[config.mk]
export PLATFORM = sky130hd
export DESIGN_NAME = mem_arbiter_flat
export DESIGN_NICKNAME = d
export VERILOG_FILES = /design/src/rtl/mem_arb_pkg.sv /design/src/rtl/mem_arbiter_if.sv /design/src/rtl/mem_rsp_slot.sv /design/src/rtl/mem_arbiter.sv /design/src/flat_wrapper.sv
export SDC_FILE = /design/constraint.sdc
export NUM_CORES = 1
export LEC_CHECK = 0
export BUFFER_PORTS_ARGS = -buffer_cell sky130_fd_sc_hd__buf_4
export CAP_MARGIN = 20
export CORE_UTILIZATION = 41
export DETAILED_ROUTE_END_ITERATION = 8
export GPL_TIMING_DRIVEN = 0
export PLACE_DENSITY = 0.8
export SYNTH_ARGS = -nofsm -noshare
export SYNTH_HDL_FRONTEND = slang
export SYNTH_SLANG_ARGS = --single-unit
export TNS_END_PERCENT = 20
[constraint.sdc]
create_clock -name clk -period 2.9 [get_ports clk]
set_clock_uncertainty 0.15 [all_clocks]
set_input_delay 0.29 -clock clk [delete_from_list [all_inputs] [get_ports clk]]
set_output_delay 0.29 -clock clk [all_outputs]
set_load 0.01 [all_outputs]
[src/rtl/mem_arb_pkg.sv]
// Shared widths, requester id type and the round-robin pick used by the
// two-requester memory front end.
package mem_arb_pkg;
  localparam int DEF_ADDR_WIDTH = 4;
  localparam int DEF_DATA_WIDTH = 32;
  localparam int NUM_REQ        = 2;
  localparam int MEM_RD_LAT     = 1;

  typedef logic req_id_t;

  // Single eligible requester wins outright; on contention the pointer decides.
  function automatic logic [NUM_REQ-1:0] rr_pick(input logic [NUM_REQ-1:0] elig,
                                                 input req_id_t            ptr);
    logic [NUM_REQ-1:0] g;
    g = '0;
    if (&elig) g[ptr] = 1'b1;
    else       g = elig;
    return g;
  endfunction
endpackage

[src/rtl/mem_arbiter_if.sv]
// Request/response/memory bundle between the two clients, the arbiter and
// the single-port memory.
interface mem_arbiter_if #(
  parameter int ADDR_WIDTH = mem_arb_pkg::DEF_ADDR_WIDTH,
  parameter int DATA_WIDTH = mem_arb_pkg::DEF_DATA_WIDTH
) ();
  localparam int NR = mem_arb_pkg::NUM_REQ;

  logic [NR-1:0]                 req_valid;
  logic [NR-1:0]                 req_ready;
  logic [NR-1:0]                 req_we;
  logic [NR-1:0][ADDR_WIDTH-1:0] req_addr;
  logic [NR-1:0][DATA_WIDTH-1:0] req_wdata;
  logic [NR-1:0]                 rsp_valid;
  logic [NR-1:0]                 rsp_ready;
  logic [NR-1:0][DATA_WIDTH-1:0] rsp_rdata;
  logic                          mem_en;
  logic [ADDR_WIDTH-1:0]         mem_addr;
  logic [DATA_WIDTH-1:0]         mem_wdata;
  logic [DATA_WIDTH-1:0]         mem_rdata;
  logic                          mem_valid;

  modport slave (
    input  req_valid, req_we, req_addr, req_wdata, rsp_ready, mem_rdata, mem_valid,
    output req_ready, rsp_valid, rsp_rdata, mem_en, mem_addr, mem_wdata
  );

  modport master (
    output req_valid, req_we, req_addr, req_wdata, rsp_ready, mem_rdata, mem_valid,
    input  req_ready, rsp_valid, rsp_rdata, mem_en, mem_addr, mem_wdata
  );
endinterface

[src/rtl/mem_rsp_slot.sv]
// One-entry read response buffer; full while rsp_valid is high, holds data
// stable until the requester takes it.
module mem_rsp_slot #(
  parameter int DATA_WIDTH = mem_arb_pkg::DEF_DATA_WIDTH
) (
  input  logic                  clk,
  input  logic                  rst,
  input  logic                  load,
  input  logic [DATA_WIDTH-1:0] load_data,
  output logic                  rsp_valid,
  input  logic                  rsp_ready,
  output logic [DATA_WIDTH-1:0] rsp_rdata
);
  always_ff @(posedge clk or posedge rst) begin
    if (rst) begin
      rsp_valid <= 1'b0;
      rsp_rdata <= '0;
    end else if (load) begin
      rsp_valid <= 1'b1;
      rsp_rdata <= load_data;
    end else if (rsp_valid && rsp_ready) begin
      rsp_valid <= 1'b0;
    end
  end
endmodule

[src/rtl/mem_arbiter.sv]
// Round-robin front end sharing one single-port memory between two
// requesters; read data is steered back through per-requester slots.
module mem_arbiter
  import mem_arb_pkg::*;
#(
  parameter int ADDR_WIDTH = DEF_ADDR_WIDTH,
  parameter int DATA_WIDTH = DEF_DATA_WIDTH
) (
  input  logic          clk,
  input  logic          rst,
  mem_arbiter_if.slave  bus
);
  logic [NUM_REQ-1:0]                 elig, grant, slot_load;
  logic [NUM_REQ-1:0]                 rsp_valid_q;
  logic [NUM_REQ-1:0][DATA_WIDTH-1:0] rsp_rdata_q;
  logic                               granted, rd_grant, rd_pend;
  req_id_t                            rr_ptr, rd_id, win_id;
  logic                               en_d;
  logic [ADDR_WIDTH-1:0]              addr_d;
  logic [DATA_WIDTH-1:0]              wdata_d;

  // A read needs a free path back: nothing of its own in flight or buffered.
  always_comb begin
    elig = '0;
    for (int i = 0; i < NUM_REQ; i++)
      elig[i] = bus.req_valid[i] &
                (bus.req_we[i] | (~(rd_pend & (rd_id == req_id_t'(i))) & ~rsp_valid_q[i]));
  end

  always_comb begin
    grant    = rst ? '0 : rr_pick(elig, rr_ptr);
    granted  = |grant;
    win_id   = grant[1];
    rd_grant = granted & ~bus.req_we[win_id];
    en_d     = 1'b0;
    addr_d   = '0;
    wdata_d  = '0;
    if (granted) begin
      en_d    = bus.req_we[win_id];
      addr_d  = bus.req_addr[win_id];
      wdata_d = bus.req_wdata[win_id];
    end
  end

  assign bus.req_ready = grant;
  assign bus.mem_en    = en_d;
  assign bus.mem_addr  = addr_d;
  assign bus.mem_wdata = wdata_d;

  always_ff @(posedge clk or posedge rst) begin
    if (rst) begin
      rr_ptr  <= 1'b0;
      rd_pend <= 1'b0;
      rd_id   <= 1'b0;
    end else begin
      if (granted)  rr_ptr <= ~win_id;
      rd_pend <= rd_grant;
      if (rd_grant) rd_id  <= win_id;
    end
  end

  // Memory output is valid exactly one cycle after issue; capture it then.
  always_comb begin
    slot_load = '0;
    for (int i = 0; i < NUM_REQ; i++)
      slot_load[i] = rd_pend & (rd_id == req_id_t'(i));
  end

  for (genvar g = 0; g < NUM_REQ; g++) begin : g_slot
    mem_rsp_slot #(.DATA_WIDTH(DATA_WIDTH)) u_slot (
      .clk       (clk),
      .rst       (rst),
      .load      (slot_load[g]),
      .load_data (bus.mem_rdata),
      .rsp_valid (rsp_valid_q[g]),
      .rsp_ready (bus.rsp_ready[g]),
      .rsp_rdata (rsp_rdata_q[g])
    );
  end

  assign bus.rsp_valid = rsp_valid_q;
  assign bus.rsp_rdata = rsp_rdata_q;

  a_rd_valid: assert property (@(posedge clk) disable iff (rst) rd_pend |-> bus.mem_valid);
endmodule

[src/flat_wrapper.sv]
// flat-port wrapper written by rule: the top's interface ports become plain ports
module mem_arbiter_flat import mem_arb_pkg::*;
#(
  parameter int ADDR_WIDTH = DEF_ADDR_WIDTH,
  parameter int DATA_WIDTH = DEF_DATA_WIDTH
)
  (clk, rst, bus_req_valid, bus_req_we, bus_req_addr, bus_req_wdata, bus_rsp_ready, bus_mem_rdata, bus_mem_valid, bus_req_ready, bus_rsp_valid, bus_rsp_rdata, bus_mem_en, bus_mem_addr, bus_mem_wdata);
  mem_arbiter_if #(.ADDR_WIDTH(ADDR_WIDTH), .DATA_WIDTH(DATA_WIDTH)) bus_i ();
  input  logic clk;
  input  logic rst;
  input wire logic [$bits(bus_i.req_valid)-1:0] bus_req_valid;
  input wire logic [$bits(bus_i.req_we)-1:0] bus_req_we;
  input wire logic [$bits(bus_i.req_addr)-1:0] bus_req_addr;
  input wire logic [$bits(bus_i.req_wdata)-1:0] bus_req_wdata;
  input wire logic [$bits(bus_i.rsp_ready)-1:0] bus_rsp_ready;
  input wire logic [$bits(bus_i.mem_rdata)-1:0] bus_mem_rdata;
  input wire logic [$bits(bus_i.mem_valid)-1:0] bus_mem_valid;
  output wire logic [$bits(bus_i.req_ready)-1:0] bus_req_ready;
  output wire logic [$bits(bus_i.rsp_valid)-1:0] bus_rsp_valid;
  output wire logic [$bits(bus_i.rsp_rdata)-1:0] bus_rsp_rdata;
  output wire logic [$bits(bus_i.mem_en)-1:0] bus_mem_en;
  output wire logic [$bits(bus_i.mem_addr)-1:0] bus_mem_addr;
  output wire logic [$bits(bus_i.mem_wdata)-1:0] bus_mem_wdata;
  assign bus_i.req_valid = bus_req_valid;
  assign bus_i.req_we = bus_req_we;
  assign bus_i.req_addr = bus_req_addr;
  assign bus_i.req_wdata = bus_req_wdata;
  assign bus_i.rsp_ready = bus_rsp_ready;
  assign bus_i.mem_rdata = bus_mem_rdata;
  assign bus_i.mem_valid = bus_mem_valid;
  assign bus_req_ready = bus_i.req_ready;
  assign bus_rsp_valid = bus_i.rsp_valid;
  assign bus_rsp_rdata = bus_i.rsp_rdata;
  assign bus_mem_en = bus_i.mem_en;
  assign bus_mem_addr = bus_i.mem_addr;
  assign bus_mem_wdata = bus_i.mem_wdata;
  mem_arbiter #(.ADDR_WIDTH(ADDR_WIDTH), .DATA_WIDTH(DATA_WIDTH)) u_core (.clk(clk), .rst(rst), .bus(bus_i));
endmodule
==> results of run 1 <==
## metal layers
layer / part of all wire (%) / routed length [um] / vias to the layer above
met2: 53 / 5260 / 130
met3: 6.7 / 664 / 29
met4: 4.0 / 396 / 0
met1: 36 / 3600 / 1422
li1: - / - / 1461
met5: 0 / 0 / -
## cells by family (layout without fill, tap and decap cells)
logic type | count (synthesis) | after routing | synth area share [%]
buf+inv | 23 | 271 | 4.14
mux | 32 | 32 | 11.7
compound gates | 52 | 52 | 14.1
flops | 69 | 69 | 56.1
simple gates | 107 | 107 | 14.0
## flip-flops by register name, summed over array words and instances (netlist names)
signal                          count
u_core.g_slot.u_slot.rsp_rdata     64
u_core.g_slot.u_slot.rsp_valid      2
u_core.rd_id                        1
u_core.rd_pend                      1
u_core.rr_ptr                       1
## per-stage QoR
step	total power, W	instance area [um2]
after CTS	0.00451	5150
after global placement	0.00371	4820
after floorplan	0.00261	3080
after global routing	0.00477	5170
final	0.00450	5170
after detailed placement	0.00378	4830
## worst min-delay path by stage
stage	from	endpoint	slack, ns	depth (start not counted)
after floorplan	rst	u_core.rd_pend	0.20	1
after CTS	bus_mem_rdata[9]	u_core.g_slot[0].u_slot.rsp_rdata[9]	0.0004	3
after detailed placement	bus_rsp_ready[0]	u_core.g_slot[0].u_slot.rsp_valid	0.31	2
after global routing	bus_mem_rdata[16]	u_core.g_slot[0].u_slot.rsp_rdata[16]	0.002	3
final	bus_mem_rdata[9]	u_core.g_slot[0].u_slot.rsp_rdata[9]	0.01	3
after global placement	u_core.g_slot[0].u_slot.rsp_rdata[22]	u_core.g_slot[0].u_slot.rsp_rdata[22]	0.31	2
## layout make-up
class                           instances  area, um2  share of cell area, %
Clock buffer                           13        159                   3.08
Multi-Input combinational cell        191       1220                   23.7
Buffer                                 19        113                   2.18
Clock inverter                          3       20.0                  0.388
Timing Repair Buffer                  232       1780                   34.5
Inverter                                4       17.5                  0.339
Sequential cell                        69       1730                   33.4
Tap cell                               99        124                   2.40
## layout by cell type, fill, tap and decap left out, types with 3 or more instances in the layout
master and instances:
clkbuf_1 9, inv_1 3, buf_4 218, nand2_1 99
buf_6 4, dlygate4sd3_1 16, clkbuf_8 11, mux2_1 3
a21oi_1 4, a22o_1 36, buf_1 3, mux2_2 29
dfrtp_1 69, buf_2 3
## timing repair
action,4_1_cts,5_1_grt
hold buffers,14,2
setup endpoints to repair,0,0
gates resized for setup,0,0
buffers inserted,0,0
endpoints found under the hold margin,14,2
## worst min-delay path, stage by stage
cell	delay, ns
buf_4	0.09
nand2_1	0.04
nand2_1	0.05
## report_power, final
| part | leakage, nW | total, W | internal, W | switching [W] |
|---|---|---|---|---|
| clock network | 0.0857 | 0.000718 | 0.000357 | 0.000361 |
| logic | 1.81 | 0.00208 | 0.00114 | 0.000935 |
| registers | 0.827 | 0.00170 | 0.00143 | 0.000271 |
| total | 2.72 | 0.00450 | 0.00293 | 0.00157 |
==> impl_metrics.env, run 1 <==
export IMPL_cp_end_kind="primary output"
export IMPL_busiest_layer="met2"
export IMPL_die_height_um=88.7
export IMPL_crit_required_ns=2.46
export IMPL_yosysTopAreaCell="dfrtp_1"
export IMPL_numCtsBuffers=9
export IMPL_grt_overflow=0
export IMPL_final_cells=630
export IMPL_finalCritPeriodShare_pct=89.9
export IMPL_drive_gt1_share_pct=51.6
export IMPL_synth_async_reset_ratio_pct=100
export IMPL_use_met2_pct=45.0
export IMPL_crit_chain="nor2b_1 -> buf_6 -> o21a_4 -> nor3_4 -> buf_6 -> a22o_1 -> buf_4"
export IMPL_core_area_um2=7250
export IMPL_first_pass_iters=4
export IMPL_crit_path_end="bus_mem_wdata[10]"
export IMPL_grt_usage_pct=24.9
export IMPL_worst_pin_slew_ns=0.867
export IMPL_yosys_warnings=0
export IMPL_critical_path_max_stage_delay_ns=0.44
export IMPL_diodes=0
export IMPL_peakVddDrop_uv=581
export IMPL_arrival_ns=2.17
export IMPL_hold_slack_ns=0.0140
export IMPL_avgSynthCellArea_um2=10.9
export IMPL_period_needed_ns=2.61
export IMPL_fmax_mhz=384
export IMPL_setup_violations=0
export IMPL_powerDensity_nw_per_um2=871
export IMPL_cp_common_cell="buf_6"
export IMPL_path_clk_slew_ns=0.08
export IMPL_ys_seq_area_share_pct=56.1
export IMPL_grt_pass1_vias=2947
export IMPL_max_cap_violations=0
export IMPL_syn2layout_area_growth_pct=67.8
export IMPL_ant_nets=0
export IMPL_startpoint="u_core.rd_pend"
export IMPL_fin_util_pct=71.2
export IMPL_layout_nets=639
export IMPL_drtIter0Drc=148
export IMPL_fin_tns_setup_ns=0
export IMPL_clk_path_buf_depth=2
export IMPL_cp_top_family="simple AND/OR/NAND/NOR gates"
export IMPL_p_leak_nw=2.72
export IMPL_status="complete, no violations"
export IMPL_grtUsageMet3_pct=6.53
export IMPL_yosysMostFrequentCell="nand2_1"
export IMPL_die_area_um2=7860
export IMPL_vias=3042
export IMPL_ctsRootBufferMaster="clkbuf_8"
export IMPL_fillers=550
export IMPL_rsz0062_at_grt="false"
export IMPL_rows=31
export IMPL_r2r_start="u_core.rd_id"
export IMPL_crit_fanout=10
export IMPL_die_w_um=88.7
export IMPL_synthesis_nets=396
export IMPL_placed_cells=598
export IMPL_initial_core_util_pct=42.5
export IMPL_drc=0
export IMPL_place_hpwl_mm=7.47
export IMPL_crit_slowest_cell="nor3_4"
export IMPL_wl_per_cell_um=15.7
export IMPL_clk_latency_ns=0.33
export IMPL_final_critical_path_setup_slack_ns=0.294
export IMPL_antenna_found_initial=0
export IMPL_synthTopCellsByCount="nand2_1, dfrtp_1, a22o_1"
export IMPL_ios=218
export IMPL_use_met1_pct=26.2
export IMPL_grt_max_degree=72
export IMPL_r2r_end="u_core.g_slot[1].u_slot.rsp_rdata[1]"
export IMPL_finalWirelength_mm=9.92
export IMPL_reg2reg_slack_ns=1.07
export IMPL_grt_pass1_wl_mm=14.4
export IMPL_path_depth=7
export IMPL_ys_types=28
export IMPL_viasPerCell=4.83
export IMPL_portBuffers=216
export IMPL_syn_area_um2=3080
export IMPL_max_slew_margin_pct=42.2
export IMPL_clkSinkCount=69
export IMPL_preCtsSetupSlack_ns=0.606
export IMPL_gp_congestion=0.844
export IMPL_syn_inst=283
export IMPL_critical_path_class="reg -> out"
export IMPL_synth_area_top_cells="dfrtp_1, nand2_1, mux2_2"
export IMPL_synth_edf_count=0
export IMPL_rr_worst_depth=3
export IMPL_worst_setup_path_start_kind="register"
export IMPL_synth_ff_latch_count=69
export IMPL_htreeDepth=3
export IMPL_hold_violations=0
export IMPL_path_buf_inv=3
export IMPL_drv_slew=0
export IMPL_hp_class="in -> reg"
export IMPL_cts_tree="yes"
export IMPL_synth_main_ff_cell="dfrtp_1"
export IMPL_netlist_area_leader_share_pct=56.1
(Power assumes the default switching activity.)
==> run 2: changes to the inputs <==
--- a/config.mk
+++ b/config.mk
@@ -10,6 +10,7 @@
 export CORE_UTILIZATION = 41
 export DETAILED_ROUTE_END_ITERATION = 8
 export GPL_TIMING_DRIVEN = 0
+export MAX_ROUTING_LAYER = met4
 export PLACE_DENSITY = 0.8
 export SYNTH_ARGS = -nofsm -noshare
 export SYNTH_HDL_FRONTEND = slang
==> impl_metrics.env, run 2 (synthesis results as in run 1) <==
export IMPL_status="complete, no violations"
export IMPL_layout_nets=639
export IMPL_antenna_found_initial=0
export IMPL_place_hpwl_mm=7.47
export IMPL_core_area_um2=7250
export IMPL_vias=3065
export IMPL_hold_violations=0
export IMPL_p_seq_share_pct=37.9
export IMPL_portBuffers=216
export IMPL_peakVddDrop_uv=579
export IMPL_syn2layout_area_growth_pct=67.8
export IMPL_clkPwrFrac_pct=15.9
export IMPL_total_power_w=0.00450
export IMPL_max_cap_violations=0
export IMPL_intPower_w=0.00293
export IMPL_p_sw_share_pct=34.8
export IMPL_die_height_um=88.7
export IMPL_finalWirelength_mm=9.93
export IMPL_clkSinkCount=69
export IMPL_finalCritPeriodShare_pct=90.1
export IMPL_seq_area_um2=1730
export IMPL_crit_fanout=10
export IMPL_path_clk_slew_ns=0.08
export IMPL_first_pass_iters=4
export IMPL_hp_class="in -> reg"
export IMPL_drv_slew=0
export IMPL_setup_violations=0
export IMPL_mostFrequentLayoutCell="buf_4"
export IMPL_htreeDepth=3
export IMPL_fillers=550
export IMPL_drive_gt1_share_pct=51.6
export IMPL_ios=218
export IMPL_drtIter0Drc=131
export IMPL_p_leak_nw=2.72
export IMPL_gp_congestion=0.858
export IMPL_ant_nets=0
export IMPL_hold_slack_ns=0.0122
export IMPL_viasPerCell=4.87
export IMPL_grt_max_degree=72
export IMPL_preCtsSetupSlack_ns=0.606
export IMPL_clk_path_buf_depth=2
export IMPL_cts_tree="yes"
export IMPL_worst_setup_path_start_kind="register"
export IMPL_wl_per_cell_um=15.8
export IMPL_largest_reg_flops=64
export IMPL_rows=31
export IMPL_worst_pin_slew_ns=0.873
export IMPL_rsz0062_at_grt="false"
export IMPL_fmax_mhz=383
export IMPL_final_critical_path_setup_slack_ns=0.288
export IMPL_cp_end_kind="primary output"
export IMPL_drc=0
export IMPL_crit_required_ns=2.46
export IMPL_arrival_ns=2.17
export IMPL_grt_pass1_vias=2940
export IMPL_diodes=0
export IMPL_multi_input_area_um2=1220
export IMPL_numCtsBuffers=9
export IMPL_p_switching_w=0.00156
export IMPL_period_needed_ns=2.61
export IMPL_die_w_um=88.7
export IMPL_reg_top3="u_core.g_slot.u_slot.rsp_rdata (64), u_core.g_slot.u_slot.rsp_valid (2)"
export IMPL_powerDensity_nw_per_um2=870
export IMPL_grt_overflow=0
export IMPL_fin_tns_setup_ns=0
export IMPL_critical_path_class="reg -> out"
export IMPL_clk_latency_ns=0.33
export IMPL_layout_common_cells="buf_4, nand2_1, dfrtp_1, a22o_1, mux2_2"
export IMPL_initial_core_util_pct=42.5
export IMPL_comb_power_share_pct=46.3
export IMPL_postCtsSetupBuffers=0
export IMPL_grt_usage_pct=25.7
export IMPL_ctsRootBufferMaster="clkbuf_8"
export IMPL_top_register="u_core.g_slot.u_slot.rsp_rdata"
export IMPL_max_slew_margin_pct=41.8
export IMPL_grt_pass1_wl_mm=14.4
export IMPL_die_area_um2=7860
==> run 2: final cells by class <==
cell class,count,area share [%]
Inverter,4,0.339
Clock buffer,13,3.08
Sequential cell,69,33.4
Tap cell,99,2.40
Clock inverter,3,0.388
Timing Repair Buffer,232,34.5
Buffer,19,2.18
Multi-Input combinational cell,191,23.7
==> run 2: metrics by stage <==
stage                     cells  utilization, %  cell area [um2]
final                       630            71.2             5170
after global routing        630            71.2             5170
after CTS                   628            71.0             5150
after detailed placement    598            66.6             4830
after global placement      598            66.5             4820
after floorplan             283               -             3080
==> run 2: worst paths after layout <==
path                                                             from                               endpoint  slack [ns]  cells after the start
worst max-delay path                                   u_core.rd_pend                      bus_mem_wdata[10]        0.29                      7
worst min-delay path                                 bus_mem_rdata[9]   u_core.g_slot[0].u_slot.rsp_rdata[9]        0.01                      3
worst max register to register                           u_core.rd_id   u_core.g_slot[1].u_slot.rsp_rdata[1]        1.06                      3
worst min register to register  u_core.g_slot[0].u_slot.rsp_rdata[17]  u_core.g_slot[0].u_slot.rsp_rdata[17]        0.33                      2
max in group asynchronous                                         rst   u_core.g_slot[0].u_slot.rsp_rdata[4]        2.00                      2
min in group asynchronous                                         rst                          u_core.rr_ptr        0.02                      2
==> run 2: metal layers <==
layer,GRT usage (%),wire [um],up-vias
li1,-,-,1461
met5,-,0,-
met4,13.5,376,0
met3,5.60,625,28
met1,27.1,3600,1444
met2,45.0,5330,132
==> run 2: power by group through the flow <==
stage,sequential [W],clock [W],combinational [W]
6_report,0.00170,0.000713,0.00208
3_5_place_dp,0.00171,0,0.00207
2_1_floorplan,0.00189,0,0.000714
3_3_place_gp,0.00168,0,0.00203
4_1_cts,0.00170,0.000720,0.00209
5_1_grt,0.00175,0.000771,0.00224
==> run 2: what timing repair did <==
action | in CTS | in global routing
hold endpoints to repair | 14 | 2
hold buffers | 14 | 2
gates resized for setup | 0 | 0
endpoints found under the setup margin | 0 | 0
==> run 2: critical path, stage by stage, from the launching register on <==
cell and delay [ns]:
dfrtp_1 0.40, nor2b_1 0.15, buf_6 0.13, o21a_4 0.23, nor3_4 0.45, buf_6 0.21
a22o_1 0.14, buf_4 0.12
==> run 3: changes to the inputs <==
--- a/config.mk
+++ b/config.mk
@@ -8,6 +8,7 @@
 export BUFFER_PORTS_ARGS = -buffer_cell sky130_fd_sc_hd__buf_4
 export CAP_MARGIN = 20
 export CORE_UTILIZATION = 41
+export CTS_BUF_LIST = sky130_fd_sc_hd__clkbuf_16
 export DETAILED_ROUTE_END_ITERATION = 8
 export GPL_TIMING_DRIVEN = 0
 export MAX_ROUTING_LAYER = met4
==> impl_metrics.env, run 3 (synthesis results as in run 1) <==
export IMPL_mostFrequentLayoutCell="buf_4"
export IMPL_crit_chain="nor2b_1 -> buf_6 -> o21a_4 -> nor3_4 -> buf_6 -> a22o_1 -> buf_4"
export IMPL_grt_overflow=0
export IMPL_hp_class="in -> reg"
export IMPL_viasPerCell=4.84
export IMPL_cts_tree="yes"
export IMPL_drtIter0Drc=135
export IMPL_status="complete, no violations"
export IMPL_portBuffers=216
export IMPL_total_power_w=0.00471
export IMPL_peakVddDrop_uv=588
export IMPL_gp_congestion=0.858
export IMPL_grt_usage_pct=25.1
export IMPL_diodes=0
export IMPL_final_cells=615
export IMPL_die_w_um=88.7
export IMPL_cp_end_kind="primary output"
export IMPL_powerDensity_nw_per_um2=924
export IMPL_max_cap_violations=0
export IMPL_rsz0062_at_grt="false"
export IMPL_core_area_um2=7250
export IMPL_critical_path_max_stage_delay_ns=0.45
export IMPL_clkSinkCount=69
export IMPL_ctsRootBufferMaster="clkbuf_16"
export IMPL_path_clk_slew_ns=0.05
export IMPL_hold_violations=0
export IMPL_min_from="bus_rsp_ready[1]"
export IMPL_grt_pass1_wl_mm=14.0
export IMPL_initial_core_util_pct=42.5
export IMPL_rr_worst_depth=3
export IMPL_worst_pin_slew_ns=0.857
export IMPL_htreeDepth=3
export IMPL_finalWirelength_mm=9.66
export IMPL_p_leak_nw=2.70
export IMPL_crit_required_ns=2.46
export IMPL_clk_latency_ns=0.32
export IMPL_placed_cells=598
export IMPL_rows=31
export IMPL_drv_slew=0
export IMPL_reg_top3="u_core.g_slot.u_slot.rsp_rdata (64), u_core.g_slot.u_slot.rsp_valid (2)"
export IMPL_cp_common_cell="buf_6"
export IMPL_crit_fanout=10
export IMPL_die_height_um=88.7
export IMPL_hold_depth=2
export IMPL_wl_per_cell_um=15.7
export IMPL_arrival_ns=2.15
export IMPL_r2r_start="u_core.rd_id"
export IMPL_fmax_mhz=386
export IMPL_crit_slowest_cell="nor3_4"
export IMPL_finalCritPeriodShare_pct=89.2
export IMPL_reg2reg_slack_ns=1.06
export IMPL_antenna_found_initial=0
export IMPL_first_pass_iters=4
export IMPL_worst_setup_path_start_kind="register"
export IMPL_setup_violations=0
export IMPL_grt_max_degree=72
export IMPL_syn2layout_area_growth_pct=65.5
export IMPL_layout_nets=624
export IMPL_period_needed_ns=2.59
export IMPL_layout_common_cells="buf_4, nand2_1, dfrtp_1, a22o_1, mux2_2"
export IMPL_max_slew_margin_pct=42.8
export IMPL_ant_nets=0
export IMPL_die_area_um2=7860
export IMPL_drive_gt1_share_pct=52.7
export IMPL_place_hpwl_mm=7.47
export IMPL_drc=0
export IMPL_ios=218
export IMPL_clk_path_buf_depth=2
export IMPL_top_register="u_core.g_slot.u_slot.rsp_rdata"
export IMPL_largest_reg_flops=64
export IMPL_hold_end="u_core.g_slot[1].u_slot.rsp_valid"
export IMPL_grt_pass1_vias=2886
export IMPL_vias=2974
export IMPL_r2r_end="u_core.g_slot[1].u_slot.rsp_rdata[4]"
export IMPL_critical_path_class="reg -> out"
export IMPL_numCtsBuffers=9
run 3: cell types whose count changed in the layout (fill, tap and decap cells not counted):
cell           delta
clkbuf_1          -2
clkbuf_16         +9
dlygate4sd3_1    -15
inv_1             +2
clkbuf_8         -11
clkinv_1          +2
run 3: worst max path at each step:
stage | startpoint | endpoint | slack [ns] | cells past startpoint
6_report | u_core.rd_pend | bus_mem_addr[1] | 0.31 | 7
5_1_grt | u_core.rd_pend | bus_mem_addr[1] | 0.15 | 7
4_1_cts | u_core.rd_pend | bus_mem_addr[1] | 0.27 | 7
3_5_place_dp | u_core.rd_pend | bus_mem_addr[1] | 0.61 | 7
3_3_place_gp | rst | u_core.g_slot[1].u_slot.rsp_rdata[10] | -0.23 | 2
2_1_floorplan | rst | u_core.rr_ptr | 0.60 | 3
run 3: through the flow:
step / util (%) / hold slack (ns) / area, um2 / setup slack [ns] / TNS [ns]
final: 70.3 / 0.0150 / 5100 / 0.312 / 0
after global routing: 70.3 / 0.0107 / 5100 / 0.149 / 0
after CTS: 70.3 / 0.0121 / 5100 / 0.268 / 0
after detailed placement: 66.6 / 0.311 / 4830 / 0.606 / 0
after global placement: 66.5 / 0.311 / 4820 / -0.235 / -16.17
after floorplan: - / 0.203 / 3080 / 0.603 / 0
run 3: critical path: cells and delay by family (launching register included):
kind                   cells  cell delay [ns]
AO/OA/AOI/OAI              2             0.37
buffers and inverters      3             0.47
flip-flops                 1             0.40
AND/OR/NAND/NOR            2             0.60
run 3: where the power goes:
group	total, W	leakage, nW	internal [W]	switching (W)
combinational	0.00206	1.75	0.00113	0.000929
clock	0.000950	0.129	0.000564	0.000386
sequential	0.00170	0.827	0.00143	0.000268
total	0.00471	2.70	0.00313	0.00158
run 3: area by class of cell:
| class | instances | area, um2 |
|---|---|---|
| buffer | 19 | 113 |
| clock buffer | 9 | 225 |
| clock inverter | 7 | 35.0 |
| fill | 552 | 2160 |
| inverter | 4 | 17.5 |
| multi-input combinational | 191 | 1220 |
| sequential | 69 | 1730 |
| tap | 99 | 124 |
| timing repair buffer | 217 | 1630 |
run 3: routing by layer:
| layer | GRT usage, % | vias to the layer above | wire, um |
|---|---|---|---|
| met5 | - | - | 0 |
| met4 | 12.8 | 0 | 341 |
| met3 | 5.13 | 22 | 575 |
| met2 | 44.7 | 120 | 5220 |
| met1 | 26.1 | 1405 | 3520 |
| li1 | - | 1427 | - |
run 3: what timing repair did:
action,CTS,global route
setup buffers,0,0
hold buffers,1,0
gates resized for setup,0,0
endpoints found under the hold margin,1,0
